$ cat config.mk
export PLATFORM = sky130hd
export DESIGN_NAME = draw_sequencer_flat
export DESIGN_NICKNAME = d
export VERILOG_FILES = /design/src/rtl/draw_pkg.sv /design/src/rtl/draw_sequencer_if.sv /design/src/rtl/draw_sequencer_blank_timer.sv /design/src/rtl/draw_sequencer.sv /design/src/flat_wrapper.sv
export SDC_FILE = /design/constraint.sdc
export NUM_CORES = 1
export LEC_CHECK = 0
export CAP_MARGIN = 20
export CORE_MARGIN = 1
export CORE_UTILIZATION = 45
export DETAILED_ROUTE_END_ITERATION = 16
export PLACE_DENSITY = 0.75
export SYNTH_ARGS = -nofsm -noshare
export SYNTH_HDL_FRONTEND = slang
export SYNTH_SLANG_ARGS = --single-unit
$ cat constraint.sdc
create_clock -name CLK -period 4.66 [get_ports CLK]
set_input_delay 1.165 -clock CLK [delete_from_list [all_inputs] [get_ports CLK]]
set_output_delay 1.165 -clock CLK [all_outputs]
set_load 0.01 [all_outputs]
$ cat src/rtl/draw_pkg.sv
// Shared definitions for the draw sequencer: state encoding, default widths
// and the idle/blanking command code helper.
package draw_pkg;

    localparam int DEF_NUM_CMDS = 15;
    localparam int DEF_CMD_W    = 4;
    localparam int DEF_WAIT_W   = 17;

    typedef enum logic [1:0] {
        ST_IDLE  = 2'd0,
        ST_ISSUE = 2'd1,
        ST_BLANK = 2'd2
    } state_t;

    // All-ones code of the given width, used as the default non-draw command
    function automatic logic [31:0] blank_code(input int unsigned width);
        return (32'd1 << width) - 32'd1;
    endfunction

endpackage

$ cat src/rtl/draw_sequencer_if.sv
// Command handshake between the sequencer (master) and the downstream drawer.
interface draw_sequencer_if
    import draw_pkg::*;
#(
    parameter int CMD_W = DEF_CMD_W
);

    logic [CMD_W-1:0] cmd;
    logic             cmd_valid;
    logic             cmd_ready;

    modport master (
        output cmd,
        output cmd_valid,
        input  cmd_ready
    );

    modport slave (
        input  cmd,
        input  cmd_valid,
        output cmd_ready
    );

endinterface

$ cat src/rtl/draw_sequencer_blank_timer.sv
// Blanking interval timer: load clears the count and captures the wait value,
// tc flags that the count has reached the captured value.
module blank_timer
    import draw_pkg::*;
#(
    parameter int WAIT_W = DEF_WAIT_W
) (
    input  logic              CLK,
    input  logic              reset,
    input  logic              load,
    input  logic              count,
    input  logic [WAIT_W-1:0] wait_value,
    output logic              tc
);

    logic [WAIT_W-1:0] count_r;
    logic [WAIT_W-1:0] wait_r;

    // Count register and captured blanking length
    always_ff @(posedge CLK) begin
        if (!reset) begin
            count_r <= {WAIT_W{1'b0}};
            wait_r  <= {WAIT_W{1'b0}};
        end else if (load) begin
            count_r <= {WAIT_W{1'b0}};
            wait_r  <= wait_value;
        end else if (count) begin
            count_r <= count_r + {{(WAIT_W-1){1'b0}}, 1'b1};
        end else begin
            count_r <= count_r;
        end
    end

    assign tc = (count_r == wait_r);

endmodule

$ cat src/rtl/draw_sequencer.sv
// Frame sequencer: issues NUM_CMDS draw commands per frame over a valid/ready
// handshake, then holds a programmable blanking interval before the next frame.
module draw_sequencer
    import draw_pkg::*;
#(
    parameter int               NUM_CMDS  = DEF_NUM_CMDS,
    parameter int               CMD_W     = DEF_CMD_W,
    parameter int               WAIT_W    = DEF_WAIT_W,
    parameter logic [CMD_W-1:0] BLANK_CMD = CMD_W'(blank_code(CMD_W))
) (
    input  logic                    CLK,
    input  logic                    reset,
    input  logic                    enable,
    input  logic [WAIT_W-1:0]       wait_cycles,
    draw_sequencer_if.master        cmd_bus,
    output logic                    frame_start,
    output logic                    busy,
    output logic [7:0]              frame_count
);

    localparam logic [CMD_W-1:0] LAST_IDX = CMD_W'(NUM_CMDS - 1);

    state_t           state_r;
    state_t           state_s;
    logic [CMD_W-1:0] index_r;
    logic [CMD_W-1:0] index_s;
    logic [7:0]       frame_count_r;
    logic [7:0]       frame_count_s;
    logic [CMD_W-1:0] cmd_r;
    logic [CMD_W-1:0] cmd_s;
    logic             valid_r;
    logic             valid_s;
    logic             start_r;
    logic             start_s;
    logic             busy_r;
    logic             busy_s;
    logic             load_s;
    logic             count_s;
    logic             tc_s;

    blank_timer #(
        .WAIT_W (WAIT_W)
    ) u_blank_timer (
        .CLK        (CLK),
        .reset      (reset),
        .load       (load_s),
        .count      (count_s),
        .wait_value (wait_cycles),
        .tc         (tc_s)
    );

    // Next-state, index and frame counter decisions, plus next output values
    always_comb begin
        state_s       = ST_IDLE;
        index_s       = index_r;
        frame_count_s = frame_count_r;
        load_s        = 1'b0;
        count_s       = 1'b0;
        cmd_s         = BLANK_CMD;
        valid_s       = 1'b0;
        busy_s        = 1'b0;
        start_s       = 1'b0;

        case (state_r)
            ST_IDLE: begin
                index_s = {CMD_W{1'b0}};
                if (enable) begin
                    state_s = ST_ISSUE;
                end else begin
                    state_s = ST_IDLE;
                end
            end
            ST_ISSUE: begin
                state_s = ST_ISSUE;
                if (cmd_bus.cmd_ready) begin
                    if (index_r == LAST_IDX) begin
                        state_s       = ST_BLANK;
                        index_s       = {CMD_W{1'b0}};
                        load_s        = 1'b1;
                        frame_count_s = frame_count_r + 8'd1;
                    end else begin
                        index_s = index_r + {{(CMD_W-1){1'b0}}, 1'b1};
                    end
                end else begin
                    index_s = index_r;
                end
            end
            ST_BLANK: begin
                count_s = 1'b1;
                index_s = {CMD_W{1'b0}};
                if (tc_s) begin
                    if (enable) begin
                        state_s = ST_ISSUE;
                    end else begin
                        state_s = ST_IDLE;
                    end
                end else begin
                    state_s = ST_BLANK;
                end
            end
            default: begin
                state_s = ST_IDLE;
                index_s = {CMD_W{1'b0}};
            end
        endcase

        // Outputs are decoded from the next state so they can be registered
        case (state_s)
            ST_ISSUE: begin
                cmd_s   = index_s;
                valid_s = 1'b1;
                busy_s  = 1'b1;
            end
            ST_BLANK: begin
                cmd_s   = BLANK_CMD;
                valid_s = 1'b0;
                busy_s  = 1'b1;
            end
            default: begin
                cmd_s   = BLANK_CMD;
                valid_s = 1'b0;
                busy_s  = 1'b0;
            end
        endcase

        if ((state_s == ST_ISSUE) && (state_r != ST_ISSUE)) begin
            start_s = 1'b1;
        end else begin
            start_s = 1'b0;
        end
    end

    // State, index, frame counter and registered outputs
    always_ff @(posedge CLK) begin
        if (!reset) begin
            state_r       <= ST_IDLE;
            index_r       <= {CMD_W{1'b0}};
            frame_count_r <= 8'd0;
            cmd_r         <= BLANK_CMD;
            valid_r       <= 1'b0;
            start_r       <= 1'b0;
            busy_r        <= 1'b0;
        end else begin
            state_r       <= state_s;
            index_r       <= index_s;
            frame_count_r <= frame_count_s;
            cmd_r         <= cmd_s;
            valid_r       <= valid_s;
            start_r       <= start_s;
            busy_r        <= busy_s;
        end
    end

    assign cmd_bus.cmd       = cmd_r;
    assign cmd_bus.cmd_valid = valid_r;
    assign frame_start       = start_r;
    assign busy              = busy_r;
    assign frame_count       = frame_count_r;

endmodule

$ cat src/flat_wrapper.sv
// flat-port wrapper written by rule: the top's interface ports become plain ports
module draw_sequencer_flat import draw_pkg::*;
#(
    parameter int               NUM_CMDS  = DEF_NUM_CMDS,
    parameter int               CMD_W     = DEF_CMD_W,
    parameter int               WAIT_W    = DEF_WAIT_W,
    parameter logic [CMD_W-1:0] BLANK_CMD = CMD_W'(blank_code(CMD_W))
)
  (CLK, reset, enable, wait_cycles, frame_start, busy, frame_count, cmd_bus_cmd, cmd_bus_cmd_valid, cmd_bus_cmd_ready);
  draw_sequencer_if #(.CMD_W(CMD_W)) cmd_bus_i ();
  input  logic CLK;
  input  logic reset;
  input  logic enable;
  input  logic [WAIT_W-1:0] wait_cycles;
  output logic frame_start;
  output logic busy;
  output logic [7:0] frame_count;
  output wire logic [$bits(cmd_bus_i.cmd)-1:0] cmd_bus_cmd;
  output wire logic [$bits(cmd_bus_i.cmd_valid)-1:0] cmd_bus_cmd_valid;
  input wire logic [$bits(cmd_bus_i.cmd_ready)-1:0] cmd_bus_cmd_ready;
  assign cmd_bus_cmd = cmd_bus_i.cmd;
  assign cmd_bus_cmd_valid = cmd_bus_i.cmd_valid;
  assign cmd_bus_i.cmd_ready = cmd_bus_cmd_ready;
  draw_sequencer #(.NUM_CMDS(NUM_CMDS), .CMD_W(CMD_W), .WAIT_W(WAIT_W), .BLANK_CMD(BLANK_CMD)) u_core (.CLK(CLK), .reset(reset), .enable(enable), .wait_cycles(wait_cycles), .cmd_bus(cmd_bus_i), .frame_start(frame_start), .busy(busy), .frame_count(frame_count));
endmodule
==> metrics.txt <==
Placed Cells incl. Taps=384; Distinct cells, synth=37; Die Footprint=a little under 0.006 mm^2; DRC viols=0; largest cells by area after synthesis=dfxtp_1 44%, xor2_1 8.7%, nand2_1 7.2%; 1st-iter DRT viols=122; Hold Path Depth=2; Critical R2R Launch=u_core.state_r[0]; die width=between 70 and 80 um; largest net degree at the start of global routing=30; crit path DAT=around 3.5 ns; Setup TNS Final=0 ns; P per Cell Area=294 mW/mm^2; CP top delay family=simple AND/OR/NAND/NOR gates; nets=around 350; placer congestion estimate=0.787; drt pass-1 iters=4; clk buf depth=2; num rows=26; multi-input logic area=0.00132 mm^2; postcts setup bufs=0; IO Pins=36; Fillers=~480; Clock transition at path regs=0.09 ns; fin cells=391; Seq cells post-synth=55; Final min period=3.27 ns; most frequent cells in the layout=55 x dfxtp_1, 48 x nand2_1, 35 x clkdlybuf4s50_1; Antenna Violating Nets Remaining=0; R2R setup slack=between 2 and 2.5 ns; Mean Syn Cell Area=~8.5 um^2; WP data required=between 4 and 5 ns; final worst slack=1.39 ns; delay of the slowest critical-path stage=between 0.7 and 0.8 ns; YS warnings=0; global-route wire length before repair=8430 um; Slew Viols, Final=0; count of final hold-check violations=0; register area=0.00110 mm^2; HP Class=flop to flop; Min-Delay Startpoint=u_core.u_blank_timer.wait_r[4]; buffers added on ports=35; cts repair resizes=0; Worst Skew=around 0.0038 ns; Layout area overhead=19.9%; post-synth net total=318; vias per cell=5.31; clk_lat worst skew=about 0.30 ns; crit start category=input port; critical path cell sequence=clkdlybuf4s50_1 > and4_1 > nand3_1 > or4_1 > a21oi_1; GRT Overall Usage=17.8%; Synth Cell Area=0.00250 mm^2; Root Buffer=clkbuf_8; CP Class=input port to flop; Worst Setup SP=cmd_bus_cmd_ready; # hold bufs at CTS=0; Hold Crit Endpoint=u_core.u_blank_timer.wait_r[4]; final setup violation count=0; htree depth=2; cells on worst reg2reg path=4; Post-Route WL=5010 um; most common cell after layout, fill and taps aside=dfxtp_1; fraction of layout cells with a size suffix above 1=4.67%; Buf/Inv on CP=1; r2r endpoint=u_core.frame_count[7]; Place WS=1.09 ns; Fmax=306 MHz; Slew HR=37.9%; routed vias=2,075; routed len/inst=12.8 um; Crit. End Element=flop; die height=about 77 um; leakage power=0.00115 uW; Core Box Area=0.00524 mm^2; worst-margin pin slew=just over 0.9 ns; Initial Util=47.8%; Synth top area share=44.0%; Post-Syn Instances=293; maximum fanout along the worst path=24; antenna violations before repair=0; Synth area leader=dfxtp_1; worst vdd ir=0.000189 V; grt total ovfl=0; HPWL after detailed placement=between 3000 and 4000 um; number of global-route vias before repair=1,810; Final Power=881 uW; status=finished clean; TritonCTS Buffers=5; ant diodes=0; Max Cap Viol=0; CTS tree=yes; sequential fraction of the synthesis area=44.0%; CP max-delay cell=or4_1; Num Clock Sinks=55; unrepaired setup endpoints after global routing=false; Final period util=roughly 70%
-- power breakdown --
group	internal [uW]	total [uW]	switching (uW)	leakage, uW
logic	44.8	82.9	38.1	0.000651
registers	481	490	8.63	0.000446
clock network	157	308	151	0.0000502
total	683	881	198	0.00115
-- layer usage --
layer	global-route usage (%)	share of wire [%]
met1	24.7	50
met2	27.7	45
met3	2.99	4.2
met4	6.35	1.4
met5	0	0
-- worst reg2reg max path, delay by kind of cell, from the launching register on --
kind	cells	cell delay, ns
compound gates	1	0.15
flops	1	0.48
simple gates	3	1.73
-- synthesized netlist by cell type --
cell / instances
a21oi_1: 25
a31oi_1: 1
and2_1: 2
and3_1: 3
and4_1: 1
and4_2: 1
and4b_1: 2
buf_1: 1
buf_2: 5
clkbuf_1: 10
dfxtp_1: 55
ha_1: 4
inv_1: 6
mux2i_1: 2
nand2_1: 48
nand2b_1: 2
nand3_1: 10
nand4_1: 9
nand4_4: 1
nand4b_1: 2
nor2_1: 22
nor2b_1: 2
nor3_1: 6
nor4_1: 7
o211ai_1: 7
o21ai_0: 6
o311a_1: 1
o31a_1: 2
o31ai_1: 4
o31ai_2: 1
o41a_1: 1
or2_2: 1
or3_1: 3
or4_1: 5
or4_4: 1
xnor2_1: 9
xor2_1: 25
-- stage by stage --
stage | cell area, um^2 | hold slack (ns) | utilization, %
5_1_grt | 3000 | 0.499 | 57.3
3_3_place_gp | 2900 | 0.456 | 55.3
3_5_place_dp | 2900 | 0.462 | 55.3
2_1_floorplan | 2500 | 0.448 | -
4_1_cts | 3000 | 0.475 | 57.3
6_report | 3000 | 0.475 | 57.3
-- state kept, by name (all words and copies together), names as in the netlist, 2 cells and up --
register	flops
u_core.frame_count	8
u_core.u_blank_timer.wait_r	17
u_core.state_r	2
u_core.cmd_bus.cmd	4
u_core.index_r	4
u_core.u_blank_timer.count_r	17
-- worst max path at each step --
stage                                  to  slack (ns)  depth (start not counted)
floorplan              u_core.frame_start        2.08                          6
global placement    u_core.frame_count[5]        1.14                          5
detailed placement  u_core.frame_count[5]        1.09                          5
CTS                 u_core.frame_count[7]        1.40                          5
global route        u_core.frame_count[7]        1.24                          5
finish              u_core.frame_count[7]        1.39                          5
-- logic make-up after synthesis --
family	Yosys count	share of synthesized area, %
compound gates	48	11.8
xor+xnor	34	11.9
fa+ha+maj	4	2.00
buf+inv	22	3.55
flops	55	44.0
mux	2	0.800
simple gates	128	26.0
-- area by class of cell --
type                    instances  share of cell area [%]
multi-input cells             216                    43.9
flip-flops and latches         55                    36.7
repair buffers                 37                    12.2
well taps                      70                    2.92
clock buffers                   5                    2.29
clock inverters                 2                    1.25
inverters                       6                   0.750
Power figures use the tool's default switching activity.
